==> src/rtl/bcd_to_bin_pkg.sv <==
// Shared definitions for the BCD -> binary converter.
// Holds the sizing parameters, the FSM state encoding, the digit/adjust
// constants shared with the binary -> BCD display path, and a digit check helper.
package bcd_to_bin_pkg;

    localparam int DIGITS = 8;
    localparam int BIN_W  = 27;
    localparam int BCD_W  = 4 * DIGITS;
    localparam int CNT_W  = $clog2(BIN_W);

    localparam logic [3:0] BCD_DIGIT_MAX   = 4'd9;
    localparam logic [3:0] BCD_ADJ         = 4'd3;
    localparam logic [3:0] BCD_ADJ_THR_B2D = 4'd5;
    localparam logic [3:0] BCD_ADJ_THR_D2B = 4'd8;

    typedef enum logic [1:0] {
        ST_IDLE  = 2'd0,
        ST_SHIFT = 2'd1,
        ST_DONE  = 2'd2
    } state_t;

    // True when every packed digit is a legal decimal digit.
    function automatic logic bcd_is_valid(input logic [BCD_W-1:0] v);
        logic ok;
        ok = 1'b1;
        for (int i = 0; i < DIGITS; i++) begin
            if (v[4*i +: 4] > BCD_DIGIT_MAX) ok = 1'b0;
        end
        return ok;
    endfunction

endpackage

==> src/rtl/bcd_to_bin_if.sv <==
// Start/done handshake bundle for bcd_to_bin.
//   start, bcd_in          : request side (master drives)
//   busy, done, err, bin_out : response side (converter drives)
interface bcd_to_bin_if;
    import bcd_to_bin_pkg::*;

    logic             start;
    logic [BCD_W-1:0] bcd_in;
    logic             busy;
    logic             done;
    logic             err;
    logic [BIN_W-1:0] bin_out;

    modport master (output start, bcd_in, input busy, done, err, bin_out);
    modport slave  (input start, bcd_in, output busy, done, err, bin_out);

endinterface

==> src/rtl/bcd_to_bin_nibble_sub3.sv <==
// Per-digit correction for reverse double dabble.
//   nib_in  : one BCD nibble after the right shift
//   nib_out : nib_in - 3 when nib_in >= 8, else nib_in (4-bit, no borrow out)
module bcd_nibble_sub3
    import bcd_to_bin_pkg::*;
(
    input  logic [3:0] nib_in,
    output logic [3:0] nib_out
);

    assign nib_out = (nib_in >= BCD_ADJ_THR_D2B) ? (nib_in - BCD_ADJ) : nib_in;

endmodule

==> src/rtl/bcd_to_bin.sv <==
// Packed 8-digit BCD to unsigned binary converter, one shift per clock.
//   sys_clk   : system clock
//   sys_rst_n : asynchronous active-low reset
//   bus       : bcd_to_bin_if slave (start/bcd_in in; busy/done/err/bin_out out)
//
// state    | meaning
// ---------+---------------------------------------------------------------
// ST_IDLE  | waiting for start; digits checked on accept
// ST_SHIFT | one right shift + per-digit -3 correction per clock, BIN_W total
// ST_DONE  | done pulse; with err_pend set, first spends one cycle latching err
module bcd_to_bin
    import bcd_to_bin_pkg::*;
(
    input  logic         sys_clk,
    input  logic         sys_rst_n,
    bcd_to_bin_if.slave  bus
);

    localparam logic [CNT_W-1:0] CNT_LAST = CNT_W'(BIN_W - 1);

    state_t           state, state_nx;
    logic [BCD_W-1:0] bcd_r, bcd_nx;
    logic [BIN_W-1:0] bin_r, bin_nx;
    logic [CNT_W-1:0] cnt, cnt_nx;
    logic             err_pend, err_pend_nx;
    logic             done_r, done_nx;
    logic             err_r, err_nx;
    logic [BIN_W-1:0] bin_out_r, bin_out_nx;

    // Right shift of the whole work register: bcd_r LSB falls into bin_r MSB.
    logic [BCD_W-1:0] bcd_shift, bcd_adj;
    logic [BIN_W-1:0] bin_shift;

    assign bcd_shift = {1'b0, bcd_r[BCD_W-1:1]};
    assign bin_shift = {bcd_r[0], bin_r[BIN_W-1:1]};

    for (genvar g = 0; g < DIGITS; g++) begin : g_sub3
        bcd_nibble_sub3 u_sub3 (
            .nib_in  (bcd_shift[4*g +: 4]),
            .nib_out (bcd_adj[4*g +: 4])
        );
    end

    always_ff @(posedge sys_clk or negedge sys_rst_n) begin
        if (!sys_rst_n) begin
            state     <= ST_IDLE;
            bcd_r     <= '0;
            bin_r     <= '0;
            cnt       <= '0;
            err_pend  <= 1'b0;
            done_r    <= 1'b0;
            err_r     <= 1'b0;
            bin_out_r <= '0;
        end else begin
            state     <= state_nx;
            bcd_r     <= bcd_nx;
            bin_r     <= bin_nx;
            cnt       <= cnt_nx;
            err_pend  <= err_pend_nx;
            done_r    <= done_nx;
            err_r     <= err_nx;
            bin_out_r <= bin_out_nx;
        end
    end

    always_comb begin
        state_nx    = state;
        bcd_nx      = bcd_r;
        bin_nx      = bin_r;
        cnt_nx      = cnt;
        err_pend_nx = err_pend;
        done_nx     = 1'b0;
        err_nx      = err_r;
        bin_out_nx  = bin_out_r;

        case (state)
            ST_IDLE: begin
                if (bus.start) begin
                    if (bcd_is_valid(bus.bcd_in)) begin
                        bcd_nx   = bus.bcd_in;
                        bin_nx   = '0;
                        cnt_nx   = '0;
                        state_nx = ST_SHIFT;
                    end else begin
                        err_pend_nx = 1'b1;
                        state_nx    = ST_DONE;
                    end
                end
            end
            ST_SHIFT: begin
                bcd_nx = bcd_adj;
                bin_nx = bin_shift;
                cnt_nx = cnt + 1'b1;
                if (cnt == CNT_LAST) begin
                    // Result taken from the value produced by this final shift.
                    state_nx   = ST_DONE;
                    done_nx    = 1'b1;
                    err_nx     = 1'b0;
                    bin_out_nx = bin_shift;
                end
            end
            ST_DONE: begin
                // An invalid request lingers one cycle so err/bin_out change
                // on the same edge that raises done.
                if (err_pend) begin
                    err_pend_nx = 1'b0;
                    done_nx     = 1'b1;
                    err_nx      = 1'b1;
                    bin_out_nx  = '0;
                end else begin
                    state_nx = ST_IDLE;
                end
            end
            default: state_nx = ST_IDLE;
        endcase
    end

    assign bus.busy    = (state != ST_IDLE);
    assign bus.done    = done_r;
    assign bus.err     = err_r;
    assign bus.bin_out = bin_out_r;

endmodule

==> src/flat_wrapper.sv <==
// flat-port wrapper written by rule: the top's interface ports become plain ports
module bcd_to_bin_flat import bcd_to_bin_pkg::*;
  (sys_clk, sys_rst_n, bus_start, bus_bcd_in, bus_busy, bus_done, bus_err, bus_bin_out);
  bcd_to_bin_if bus_i ();
  input  logic sys_clk;
  input  logic sys_rst_n;
  input wire logic [$bits(bus_i.start)-1:0] bus_start;
  input wire logic [$bits(bus_i.bcd_in)-1:0] bus_bcd_in;
  output wire logic [$bits(bus_i.busy)-1:0] bus_busy;
  output wire logic [$bits(bus_i.done)-1:0] bus_done;
  output wire logic [$bits(bus_i.err)-1:0] bus_err;
  output wire logic [$bits(bus_i.bin_out)-1:0] bus_bin_out;
  assign bus_i.start = bus_start;
  assign bus_i.bcd_in = bus_bcd_in;
  assign bus_busy = bus_i.busy;
  assign bus_done = bus_i.done;
  assign bus_err = bus_i.err;
  assign bus_bin_out = bus_i.bin_out;
  bcd_to_bin u_core (.sys_clk(sys_clk), .sys_rst_n(sys_rst_n), .bus(bus_i));
endmodule
==> config.mk <==
export PLATFORM = sky130hd
export DESIGN_NAME = bcd_to_bin_flat
export DESIGN_NICKNAME = d
export VERILOG_FILES = /design/src/rtl/bcd_to_bin_pkg.sv /design/src/rtl/bcd_to_bin_if.sv /design/src/rtl/bcd_to_bin_nibble_sub3.sv /design/src/rtl/bcd_to_bin.sv /design/src/flat_wrapper.sv
export SDC_FILE = /design/constraint.sdc
export NUM_CORES = 1
export LEC_CHECK = 0
export CAP_MARGIN = 20
export CORE_ASPECT_RATIO = 1.1
export CORE_MARGIN = 2
export CORE_UTILIZATION = 41
export DETAILED_ROUTE_END_ITERATION = 6
export DONT_BUFFER_PORTS = 1
export MAX_ROUTING_LAYER = met4
export PLACE_DENSITY = 0.62
export REMOVE_ABC_BUFFERS = 1
export SETUP_SLACK_MARGIN = 0.15
export SYNTH_ARGS = -nofsm -noshare
export SYNTH_HDL_FRONTEND = slang
export SYNTH_SLANG_ARGS = --single-unit
==> constraint.sdc <==
create_clock -name sys_clk -period 1.8 [get_ports sys_clk]
set_clock_uncertainty 0.15 [all_clocks]
set_input_delay 0 -clock sys_clk [delete_from_list [all_inputs] [get_ports sys_clk]]
set_output_delay 0 -clock sys_clk [all_outputs]
set_load 0.02 [all_outputs]
Word-level counts from Yosys, hierarchy flattened
Cells that the tools add are included.
{ "word_totals": {"reg_bits": 96, "inputBits": 35, "word_cells": 95} }
{ "op_classes": {"magnitude_cmp": 16, "n_eq_ne": 9, "reduce_logical": 9, "n_addsub": 9, "n_mux": 44} }
{ "ops": {"columns": ["op", "n"], "rows": [
  ["27-bit 2-to-1 mux", 4],
  ["27-bit one-hot mux with 2 select lines", 2],
  ["32-bit 2-to-1 mux", 2],
  ["32-bit one-hot mux with 2 select lines", 1],
  ["4-bit greater-than comparator, second input constant", 8],
  ["4-bit 2-to-1 mux", 8],
  ["4-bit >= comparator, second input constant", 7],
  ["4-bit by 2-bit subtractor with 4-bit output, second input constant", 7],
  ["1-bit 2-to-1 mux", 16],
  ["3-bit AND reduction", 4],
  ["5-bit 2-to-1 mux", 2],
  ["5-bit one-hot mux with 2 select lines", 1],
  ["2-bit 2-to-1 mux", 4],
  ["2-bit nonzero test", 4],
  ["2-bit by 1-bit inequality test with 1-bit output, second input constant", 3],
  ["2-bit inequality test, second input constant", 3],
  ["1-bit one-hot mux with 2 select lines", 3],
  ["2-bit one-hot mux with 3 select lines", 1],
  ["5-bit by 1-bit adder with 5-bit output, second input constant", 1],
  ["5-bit equality test, second input constant", 1],
  ["3-bit by 4-bit >= comparator with 1-bit output, second input constant", 1],
  ["3-bit by 2-bit subtractor with 4-bit output, second input constant", 1],
  ["2-bit by 1-bit equality test with 1-bit output, second input constant", 1],
  ["2-bit equality test, second input constant", 1],
  ["2-bit logical NOT", 1]
]} }

Longest topological paths before layout
Gate-level depths: netlist of run 1.
{ "logic_depth": {"word_depth": 14, "mapped_depth": 9} }

By module
Synthesis of run 1 repeated with hierarchy kept, for this count alone.
{ "unflattened": {"cells_unflattened": 524, "hier_area_um2": 5081.1} }
{ "by_module_without_submodules": {"columns": ["mod", "cells_per_inst", "n_inst", "area_per_inst_um2"], "rows": [
  ["bcd_to_bin", 436, 1, 4470.5],
  ["bcd_nibble_sub3", 11, 8, 76.3]
]} }

Worst setup path before layout of run 1
No wires, ideal clock.
{ "synth_path": {"path_kind": "reg-to-reg", "from": "register u_core.state[0]", "to": "register u_core.cnt[3]", "period_less_slack_ns": 1.946, "required_ns": 1.525, "path_buffers": 1, "setup_slack_ns": -0.146, "setup_ns": 0.125, "stages_incl_launch_ff": 8, "arrival_ns": 1.671, "path_cell_list": "dfrtp_1 -> inv_1 -> ha_1 -> nand2_1 -> a21boi_4 -> buf_4 -> nor3_2 -> mux2_4"} }
{ "synth_via": {"elab_chain_len": 3, "elab_cells_between_ends": 7, "classes_between": "eq/ne (3); mux (1); reduce/logical (3)"} }
{ "synth_lines": {"columns": ["item", "line", "text"], "rows": [
  ["from (decl)", "bcd_to_bin.sv:21", "state_t state, state_nx;"],
  ["from (signal assigned)", "bcd_to_bin.sv:55", "state <= state_nx;"],
  ["2-bit logical NOT or 2-bit by 1-bit equality test with 1-bit output (tied branches)", "bcd_to_bin.sv:76", "case (state)"],
  ["2-bit by 1-bit inequality test with 1-bit output (no line) (tied with other cells)", null, null],
  ["3-bit AND reduction (no line)", null, null],
  ["to (signal assigned)", "bcd_to_bin.sv:58", "cnt <= cnt_nx;"],
  ["to (decl)", "bcd_to_bin.sv:24", "logic [CNT_W-1:0] cnt, cnt_nx;"]
]} }
Several ways; a longest one is shown, not always the timed one.
A chain may end at the register's enable or synchronous reset.

Worst setup path in the final report of run 1
{ "layout_path": {"from": "register u_core.state[1]", "to": "register u_core.bcd_r[23]"} }
{ "layout_via": {"elab_chain_len": 3, "elab_cells_between_ends": 7, "classes_between": "eq/ne (3); mux (1); reduce/logical (3)"} }
{ "layout_lines": {"columns": ["item", "line", "text"], "rows": [
  ["2-bit logical NOT or 2-bit by 1-bit equality test with 1-bit output (tied branches)", "bcd_to_bin.sv:76", null],
  ["2-bit by 1-bit inequality test with 1-bit output (no line) (tied with other cells)", null, null],
  ["3-bit AND reduction (no line)", null, null],
  ["to (signal assigned)", "bcd_to_bin.sv:56", "bcd_r <= bcd_nx;"],
  ["to (decl)", "bcd_to_bin.sv:22", "logic [BCD_W-1:0] bcd_r, bcd_nx;"]
]} }
Several ways; a longest one is shown, not always the timed one.

==> impl_metrics.json, run 1 <==
{
  "drtPass1Iterations": 4,
  "power.leakage_nw": 3.10,
  "maxCapViolations": 0,
  "drc_errors": 0,
  "synth-warning-count": 0,
  "fin_setup_tns_ns": -4.02,
  "worst_slack_ns": -0.0780,
  "path_clk_slew_ns": 0.07,
  "slew_headroom_pct": 76.1,
  "postLayoutCellArea_mm2": 0.00733,
  "clockBufferDepth": 2,
  "peakVddDrop_mv": 1.07,
  "synth_edf_count": 0,
  "synth_top_area_share_pct": 45.8,
  "die_w_um": 111,
  "gp_congestion": 0.792,
  "grt_usage_pct": 20.9,
  "power-per-cell-area_mw_per_mm2": 1280,
  "wire_per_inst_um": 18.3,
  "clk-insertion-delay-late_ns": 0.36,
  "r2r_cells": 9,
  "period_minus_slack_ns": 1.88,
  "fmax_ghz": 0.532,
  "num_rows": 43,
  "slew_violations": 0,
  "io_buffers": 0,
  "endpoint_kind": "flip-flop",
  "crit_chain": "inv_2 -> ha_4 -> nand2_4 -> a21boi_4 -> buf_4 -> buf_12 -> a21oi_2 -> a21oi_1 -> a221oi_1",
  "tightest_slew_ns": 0.359,
  "p_switching_w": 0.00351,
  "crit_path_start_kind": "flip-flop",
  "hold_viol": 109,
  "grt_first_pass_wirelength_um": 22000,
  "dpl-instance-area_mm2": 0.00552,
  "status": "complete, but fails checks",
  "final-setup-viol-count": 83,
  "hold_slack_ns": -0.816,
  "cp_slowest_cell": "dfrtp_1",
  "cts-buffers-inserted": 9,
  "slowest_delay_ns": 0.40,
  "drt-total-wl_um": 14800,
  "synthArstFlopShare_pct": 100,
  "cts-root-buf": "clkbuf_16",
  "avgSynthCellArea_um2": 9.34,
  "critPathRequiredTime_ns": 1.91,
  "syn_inst": 556,
  "yosysMostFrequentCell": "dfrtp_1",
  "antenna_found_initial": 0,
  "pwr-share-seq_pct": 31.0,
  "nets": 699,
  "grt_pass1_vias": 4424,
  "dpl.hpwl_um": 7730,
  "start_util_pct": 41.6,
  "critical_path_class": "reg2reg",
  "cts_tree": "done",
  "antenna_cells": 0,
  "syn_to_final_growth_pct": 41.1,
  "synthesis.area_mm2": 0.00519,
  "dpl_worst_slack_ns": -0.124,
  "power_w": 0.00939,
  "grt_overflow": 0,
  "synth_area_leaders": "dfrtp_1 46%, o21ai_2 9.3%, o21ai_0 7.9%",
  "core-area_mm2": 0.0125,
  "cts-htree-levels": 3,
  "hold_path_class": "in2async",
  "clock_sinks": 95,
  "internal_power_w": 0.00588,
  "cp_max_fo": 18,
  "clkPwrFrac_pct": 19.9,
  "n_fill_cell": 1023,
  "routed-via-count": 4447,
  "die_h_um": 122,
  "ys_seq_area_share_pct": 45.8,
  "rsz0062_at_grt": "true",
  "ctsHoldBuffers": 32,
  "worst-path-stages": 9,
  "yosysUniqueCellTypes": 44,
  "drive_gt1_share_pct": 34.3,
  "arrival_ns": 1.99,
  "path_delay_family": "compound AO/OA/AOI/OAI gates",
  "swShare_pct": 37.4,
  "io-pin-count": 65,
  "fin_util_pct": 58.7,
  "die_area_mm2": 0.0136,
  "grt_start_max_net_pins": 96,
  "synth_top_cell_by_area": "dfrtp_1",
  "synth.ff_latch_count": 95,
  "synth_ff_type": "dfrtp_1",
  "drtIter0Drc": 243,
  "synth_common_cells": "95 x dfrtp_1, 82 x o21ai_0, 66 x nand2_1",
  "pwr-share-comb_pct": 49.1,
  "finalCritPeriodShare_pct": 104,
  "routed_via_density": 5.52,
  "critPathBufInv": 3,
  "ant_nets": 0,
  "violations": "hold timing, setup timing"
}
-- per-layer routing --
layer	part of all wire (%)	wire length [um]	GRT usage [%]
met1	41	5990	24.7
met5	0	0	-
met2	52	7640	35.5
met3	4.1	610	3.48
met4	3.5	513	8.95
-- metrics by stage --
step                      hold WS, ns  std cells
final                          -0.816        805
after global routing           -0.826        805
after CTS                      -0.828        779
after detailed placement       -0.444        707
after global placement         -0.443        707
after floorplan                -0.446        520
-- final timing paths --
check                           startpoint          endpoint  slack [ns]
max                        u_core.state[1]  u_core.bcd_r[23]       -0.08
min                              sys_rst_n     u_core.cnt[1]       -0.82
max reg2reg                u_core.state[1]  u_core.bcd_r[23]       -0.08
min reg2reg                u_core.bin_r[1]   u_core.bin_r[1]        0.36
max in group asynchronous        sys_rst_n  u_core.bcd_r[17]        2.19
min in group sys_clk             bus_start   u_core.err_pend       -0.33
-- power by group through the flow --
stage / clock network [W] / logic (W) / registers [W]
3_3_place_gp: 0 / 0.00261 / 0.00290
5_1_grt: 0.00199 / 0.00494 / 0.00296
4_1_cts: 0.00190 / 0.00377 / 0.00288
3_5_place_dp: 0 / 0.00268 / 0.00292
6_report: 0.00187 / 0.00462 / 0.00291
2_1_floorplan: 0 / 0.00173 / 0.00283
-- worst reg2reg max path: stages, from the launching register on --
cell and delay, ns:
dfrtp_1 0.40, inv_2 0.12, ha_4 0.20, nand2_4 0.07, a21boi_4 0.15, buf_4 0.15
buf_12 0.14, a21oi_2 0.11, a21oi_1 0.09, a221oi_1 0.20
-- state kept, by name, indices dropped and copies added (netlist names) --
register and flops:
u_core.bcd_r 32, u_core.bin_r 26, u_core.bus.bin_out 27, u_core.bus.done 1
u_core.bus.err 1, u_core.cnt 5, u_core.err_pend 1, u_core.state 2
-- cell type report --
class	count	area, um^2	area share, %
well taps	157	196	2.68
inverters	35	144	1.96
clock inverters	2	16.3	0.222
clock buffers	12	267	3.64
repair buffers	114	1500	20.4
flip-flops and latches	95	2380	32.4
multi-input cells	390	2830	38.6
-- placed cells by master, fill, tap and decap left out, types with 16 or more instances in the layout --
| master | n |
|---|---|
| a21oi_1 | 32 |
| buf_12 | 18 |
| buf_4 | 30 |
| dfrtp_1 | 95 |
| dlygate4sd3_1 | 32 |
| ha_1 | 16 |
| inv_1 | 31 |
| nand2_1 | 54 |
| nand2b_1 | 27 |
| nor2_1 | 19 |
| o21ai_0 | 24 |
| o21ai_1 | 54 |
| o21ai_2 | 68 |
-- cell families after synthesis --
logic type	synth area share [%]
AOI/OAI and AO/OA	26.0
and+or+nand+nor	13.4
DFF	45.8
buffers and inverters	6.34
adders and majority gates	4.58
muxes	2.72
xor gates and xnor gates	1.18
-- timing repair --
item / CTS / global route
pin swaps: 44 / 28
setup endpoints to repair: 93 / 94
buffers inserted: 19 / 16
resized for setup: 105 / 71
gates cloned: 7 / 10
endpoints found under the hold margin: 134 / 108
(Power assumes the default switching activity.)
==> inputs of run 2 (changes only) <==
- HOLD_SLACK_MARGIN: unset -> 0.05
==> impl_metrics.json, run 2 (synthesized netlist as in run 1, its figures left out) <==
{
  "fmax_ghz": 0.533,
  "core-area_mm2": 0.0125,
  "path_delay_family": "compound AO/OA/AOI/OAI gates",
  "grt_start_max_net_pins": 96,
  "grt_usage_pct": 21.0,
  "final_cell_mix": "95 x dfrtp_1, 71 x o21ai_2, 54 x nand2_1",
  "cts_tree": "done",
  "grt_overflow": 0,
  "clock_sinks": 95,
  "hold_path_class": "in2async",
  "tightest_slew_ns": 0.424,
  "peakVddDrop_mv": 1.06,
  "critPathRequiredTime_ns": 1.91,
  "critical_path_class": "reg2reg",
  "largest_reg_flops": 32,
  "grt_first_pass_wirelength_um": 22000,
  "gp_congestion": 0.792,
  "period_minus_slack_ns": 1.88,
  "routed-via-count": 4433,
  "ant_nets": 0,
  "die_area_mm2": 0.0136,
  "cp_slowest_cell": "dfrtp_1",
  "fin_util_pct": 58.7,
  "critPathBufInv": 3,
  "cts-root-buf": "clkbuf_16",
  "cts-htree-levels": 3,
  "nets": 697,
  "finalNonFillerCells": 803,
  "top_register": "u_core.bcd_r",
  "crit_path_start_kind": "flip-flop",
  "seqCellArea_mm2": 0.00238,
  "grt_pass1_vias": 4398,
  "endpoint_kind": "flip-flop",
  "final_common_cell": "dfrtp_1",
  "clockBufferDepth": 2,
  "cts-buffers-inserted": 9,
  "drtPass1Iterations": 5,
  "reg2reg_slack_ns": -0.08,
  "multi_input_area_mm2": 0.00285,
  "slowest_delay_ns": 0.40,
  "io_buffers": 0,
  "routed_via_density": 5.52,
  "violations": "hold timing, setup timing",
  "dpl.hpwl_um": 7730,
  "antenna_cells": 0,
  "slew_violations": 0,
  "arrival_ns": 1.99,
  "power_w": 0.00939,
  "hold_viol": 111,
  "num_rows": 43,
  "hold_slack_ns": -0.811,
  "power-per-cell-area_mw_per_mm2": 1280,
  "syn_to_final_growth_pct": 41.1,
  "worst_slack_ns": -0.0759,
  "drtIter0Drc": 232,
  "antenna_found_initial": 0,
  "dp.cells": 707,
  "drive_gt1_share_pct": 35.0,
  "n_fill_cell": 1012,
  "power.leakage_nw": 3.09,
  "status": "complete, but fails checks",
  "final-setup-viol-count": 84,
  "maxCapViolations": 0,
  "clk-insertion-delay-late_ns": 0.36,
  "slew_headroom_pct": 71.3,
  "die_w_um": 111,
  "die_h_um": 122,
  "drc_errors": 0,
  "cp_max_fo": 18,
  "io-pin-count": 65,
  "ctsHoldBuffers": 30,
  "wire_per_inst_um": 18.4,
  "path_clk_slew_ns": 0.07,
  "start_util_pct": 41.6,
  "crit_chain": "inv_2 -> ha_4 -> nand2_4 -> a21boi_4 -> buf_4 -> buf_12 -> a21oi_2 -> a21oi_1 -> a221oi_1",
  "rsz0062_at_grt": "true",
  "finalCritPeriodShare_pct": 104,
  "drt-total-wl_um": 14800
}
## run 2: layout make-up
type	count	share of cell area, %
Clock inverter	2	0.222
Tap cell	157	2.68
Clock buffer	12	3.64
Inverter	35	1.96
Sequential cell	95	32.4
Multi-Input combinational cell	390	38.9
Timing Repair Buffer	112	20.2
## run 2: through the flow
stage	area (um^2)	hold slack (ns)	setup WS (ns)	TNS (ns)
finish	7330	-0.811	-0.0759	-3.52
global route	7330	-0.831	-0.136	-8.74
CTS	6720	-0.828	-0.0368	-0.0803
detailed placement	5520	-0.444	-0.124	-4.74
global placement	5520	-0.443	-0.0866	-3.03
floorplan	5000	-0.446	-2.64	-199.84
## run 2: worst reg2reg max path, cell delays in order, from the launching register on
cell      delay [ns]
dfrtp_1         0.40
inv_2           0.12
ha_4            0.20
nand2_4         0.07
a21boi_4        0.15
buf_4           0.15
buf_12          0.14
a21oi_2         0.11
a21oi_1         0.09
a221oi_1        0.20
## run 2: what timing repair did
item | CTS | global route
pin swaps | 44 | 28
cloned | 7 | 10
setup endpoints to repair | 93 | 94
resized for setup | 105 | 75
hold endpoints to repair | 135 | 111
buffers inserted | 19 | 16
## run 2: metal layers
layer,wire (um),vias to the layer above,GRT usage [%]
met5,0,-,-
met4,426,0,7.41
met3,780,27,4.63
met2,7700,145,35.6
met1,5890,2173,24.8
li1,-,2088,-
## run 2: report_power, final
part | switching (W) | internal [W]
clock | 0.000834 | 0.00104
combinational | 0.00225 | 0.00236
sequential | 0.000433 | 0.00248
total | 0.00352 | 0.00588
## run 2: path summary, 6_finish.rpt
path / start / endpoint / depth (start not counted)
min in group sys_clk: bus_start / u_core.err_pend / 2
setup / recovery: u_core.state[1] / u_core.bcd_r[23] / 9
setup reg to reg: u_core.state[1] / u_core.bcd_r[23] / 9
hold reg to reg: u_core.bin_r[1] / u_core.bin_r[1] / 2
hold / removal: sys_rst_n / u_core.bus.bin_out[18] / 0
max in group asynchronous: sys_rst_n / u_core.bcd_r[17] / 0
==> inputs of run 3 (changes only) <==
- SYNTH_HIERARCHICAL: unset -> 1
==> impl_metrics.json, run 3 <==
{
  "status": "complete, but fails checks",
  "violations": "hold timing, setup timing",
  "synth_compound_area_share_pct": 20.0,
  "cp_max_fo": 7,
  "synthesis.area_mm2": 0.00508,
  "die_h_um": 121,
  "slew_violations": 0,
  "r2r_cells": 9,
  "synth_edf_count": 0,
  "drtIter0Drc": 234,
  "finalCritPeriodShare_pct": 101,
  "wire_per_inst_um": 17.3,
  "avgSynthCellArea_um2": 9.70,
  "cts-htree-levels": 3,
  "cts-buffers-inserted": 9,
  "top_register": "u_core/bcd_r",
  "endpoint_kind": "flip-flop",
  "synth.ff_latch_count": 95,
  "yosysUniqueCellTypes": 40,
  "final_cell_mix": "95 x dfrtp_1, 52 x a21oi_1, 36 x nand2b_1",
  "critPathBufInv": 4,
  "path_clk_slew_ns": 0.07,
  "io_buffers": 0,
  "crit_chain": "inv_2 -> ha_2 -> nand4b_1 -> inv_2 -> o21ai_4 -> buf_12 -> clkbuf_16 -> nand2_2 -> o21ai_1",
  "clockBufferDepth": 2,
  "drtPass1Iterations": 4,
  "fin_util_pct": 55.4,
  "synth_common_cells": "95 x dfrtp_1, 67 x a21oi_1, 42 x nand2_1",
  "drt-total-wl_um": 12800,
  "antenna_cells": 0,
  "synth_area_leaders": "dfrtp_1 47%, a21oi_1 6.6%, mux2i_1 6.3%",
  "nets": 638,
  "start_util_pct": 42.0,
  "final_common_cell": "dfrtp_1",
  "ctsHoldBuffers": 34,
  "routed_via_density": 5.47,
  "yosysMostFrequentCell": "dfrtp_1",
  "die_w_um": 110,
  "muxShareOfSynthArea_pct": 6.30,
  "power.leakage_nw": 2.72,
  "critical_path_class": "reg2reg",
  "cp_common_cell": "inv_2",
  "synthArstFlopShare_pct": 100,
  "syn_inst": 524,
  "largest_reg_flops": 32,
  "gp_congestion": 0.888,
  "grt_first_pass_wirelength_um": 19900,
  "peakVddDrop_mv": 1.17,
  "worstReg2RegStart": "u_core/cnt[0]",
  "antenna_found_initial": 0,
  "grt_usage_pct": 19.4,
  "clock_sinks": 95,
  "crit_path_start_kind": "flip-flop",
  "worst_slack_ns": -0.0202,
  "drc_errors": 0,
  "maxCapViolations": 0,
  "rsz0062_at_grt": "true",
  "ys_seq_area_share_pct": 46.8,
  "period_minus_slack_ns": 1.82,
  "final-setup-viol-count": 5,
  "grt_start_max_net_pins": 96,
  "hold_viol": 95,
  "io-pin-count": 65,
  "synth-warning-count": 6,
  "hold_path_class": "in2async",
  "startpoint": "u_core/cnt[0]",
  "cp_slowest_cell": "dfrtp_1",
  "routed-via-count": 4052,
  "die_area_mm2": 0.0133,
  "syn_to_final_growth_pct": 31.7,
  "cts_tree": "done",
  "synthAdderAreaFrac_pct": 5.17,
  "yosys.area_share.simple_pct": 13.8,
  "synth_top_area_share_pct": 46.8,
  "grt_overflow": 0,
  "synth_xor_area_share_pct": 2.76,
  "core-area_mm2": 0.0121,
  "critPathRequiredTime_ns": 1.92,
  "synth_top_family_by_area": "compound AO/OA/AOI/OAI gates",
  "slowest_delay_ns": 0.38,
  "drive_gt1_share_pct": 24.0,
  "clk-insertion-delay-late_ns": 0.34,
  "synth_top_cell_by_area": "dfrtp_1",
  "ant_nets": 0,
  "dpl.hpwl_um": 7000,
  "hold_slack_ns": -0.812,
  "cts-root-buf": "clkbuf_16",
  "n_fill_cell": 1029,
  "path_delay_family": "buffers and inverters",
  "fmax_ghz": 0.549,
  "synth_ff_type": "dfrtp_1",
  "fin_setup_tns_ns": -0.0418,
  "power-per-cell-area_mw_per_mm2": 1410,
  "num_rows": 42,
  "arrival_ns": 1.94,
  "grt_pass1_vias": 4238,
  "worst-path-stages": 9
}
run 3: cell type report:
class / instances / area [um^2] / share of cell area, %
clock buffers: 10 / 229 / 3.42
clock inverters: 6 / 51.3 / 0.766
inverters: 23 / 93.8 / 1.40
multi-input cells: 376 / 2760 / 41.3
flip-flops and latches: 95 / 2380 / 35.5
well taps: 154 / 193 / 2.88
repair buffers: 77 / 987 / 14.8
run 3: per-layer routing:
| metal | GRT usage [%] | up-vias | part of all wire, % |
|---|---|---|---|
| met5 | - | - | 0 |
| met3 | 4.96 | 9 | 5.2 |
| li1 | - | 1947 | - |
| met4 | 5.55 | 0 | 0.89 |
| met1 | 22.3 | 1999 | 42 |
| met2 | 33.1 | 97 | 52 |
run 3: repair_timing:
action | CTS | global route
gates cloned | 4 | 7
endpoints found under the hold margin | 132 | 95
pin swaps | 2 | 17
endpoints found under the setup margin | 92 | 93
gates resized for setup | 41 | 76
setup buffers | 4 | 7
run 3: cells by family (layout without fill, tap and decap cells):
logic type | Yosys count | count (layout)
AOI/OAI and AO/OA | 166 | 166
xor gates and xnor gates | 16 | 16
adders and majority gates | 21 | 21
buffers and inverters | 57 | 116
DFF | 95 | 95
muxes | 32 | 32
other | 1 | 5
and+or+nand+nor | 136 | 136
run 3: through the flow:
step | total power, W | setup WS, ns | hold WS [ns] | std cells | cell area [um^2]
3_5_place_dp | 0.00652 | -0.0432 | -0.444 | 669 | 5380
6_report | 0.00946 | -0.0202 | -0.812 | 741 | 6690
3_3_place_gp | 0.00639 | -0.0179 | -0.443 | 669 | 5380
5_1_grt | 0.0101 | -0.0783 | -0.825 | 741 | 6690
2_1_floorplan | 0.00547 | -2.70 | -0.446 | 494 | 4920
4_1_cts | 0.00893 | 0.0662 | -0.819 | 727 | 6290
run 3: report_power, final:
group          switching (W)  internal [W]  total [W]
clock network       0.000869      0.000958    0.00183
registers           0.000850       0.00270    0.00355
logic                0.00212       0.00196    0.00408
run 3: final timing paths:
| path | to | slack, ns |
|---|---|---|
| max | u_core/bus.bin_out[20] | -0.02 |
| min | u_core/bus.bin_out[13] | -0.81 |
| max reg2reg | u_core/bus.bin_out[20] | -0.02 |
| min reg2reg | u_core/bin_r[1] | 0.35 |
| max in group asynchronous | u_core/bcd_r[28] | 2.14 |
| min in group sys_clk | u_core/cnt[2] | 0.07 |
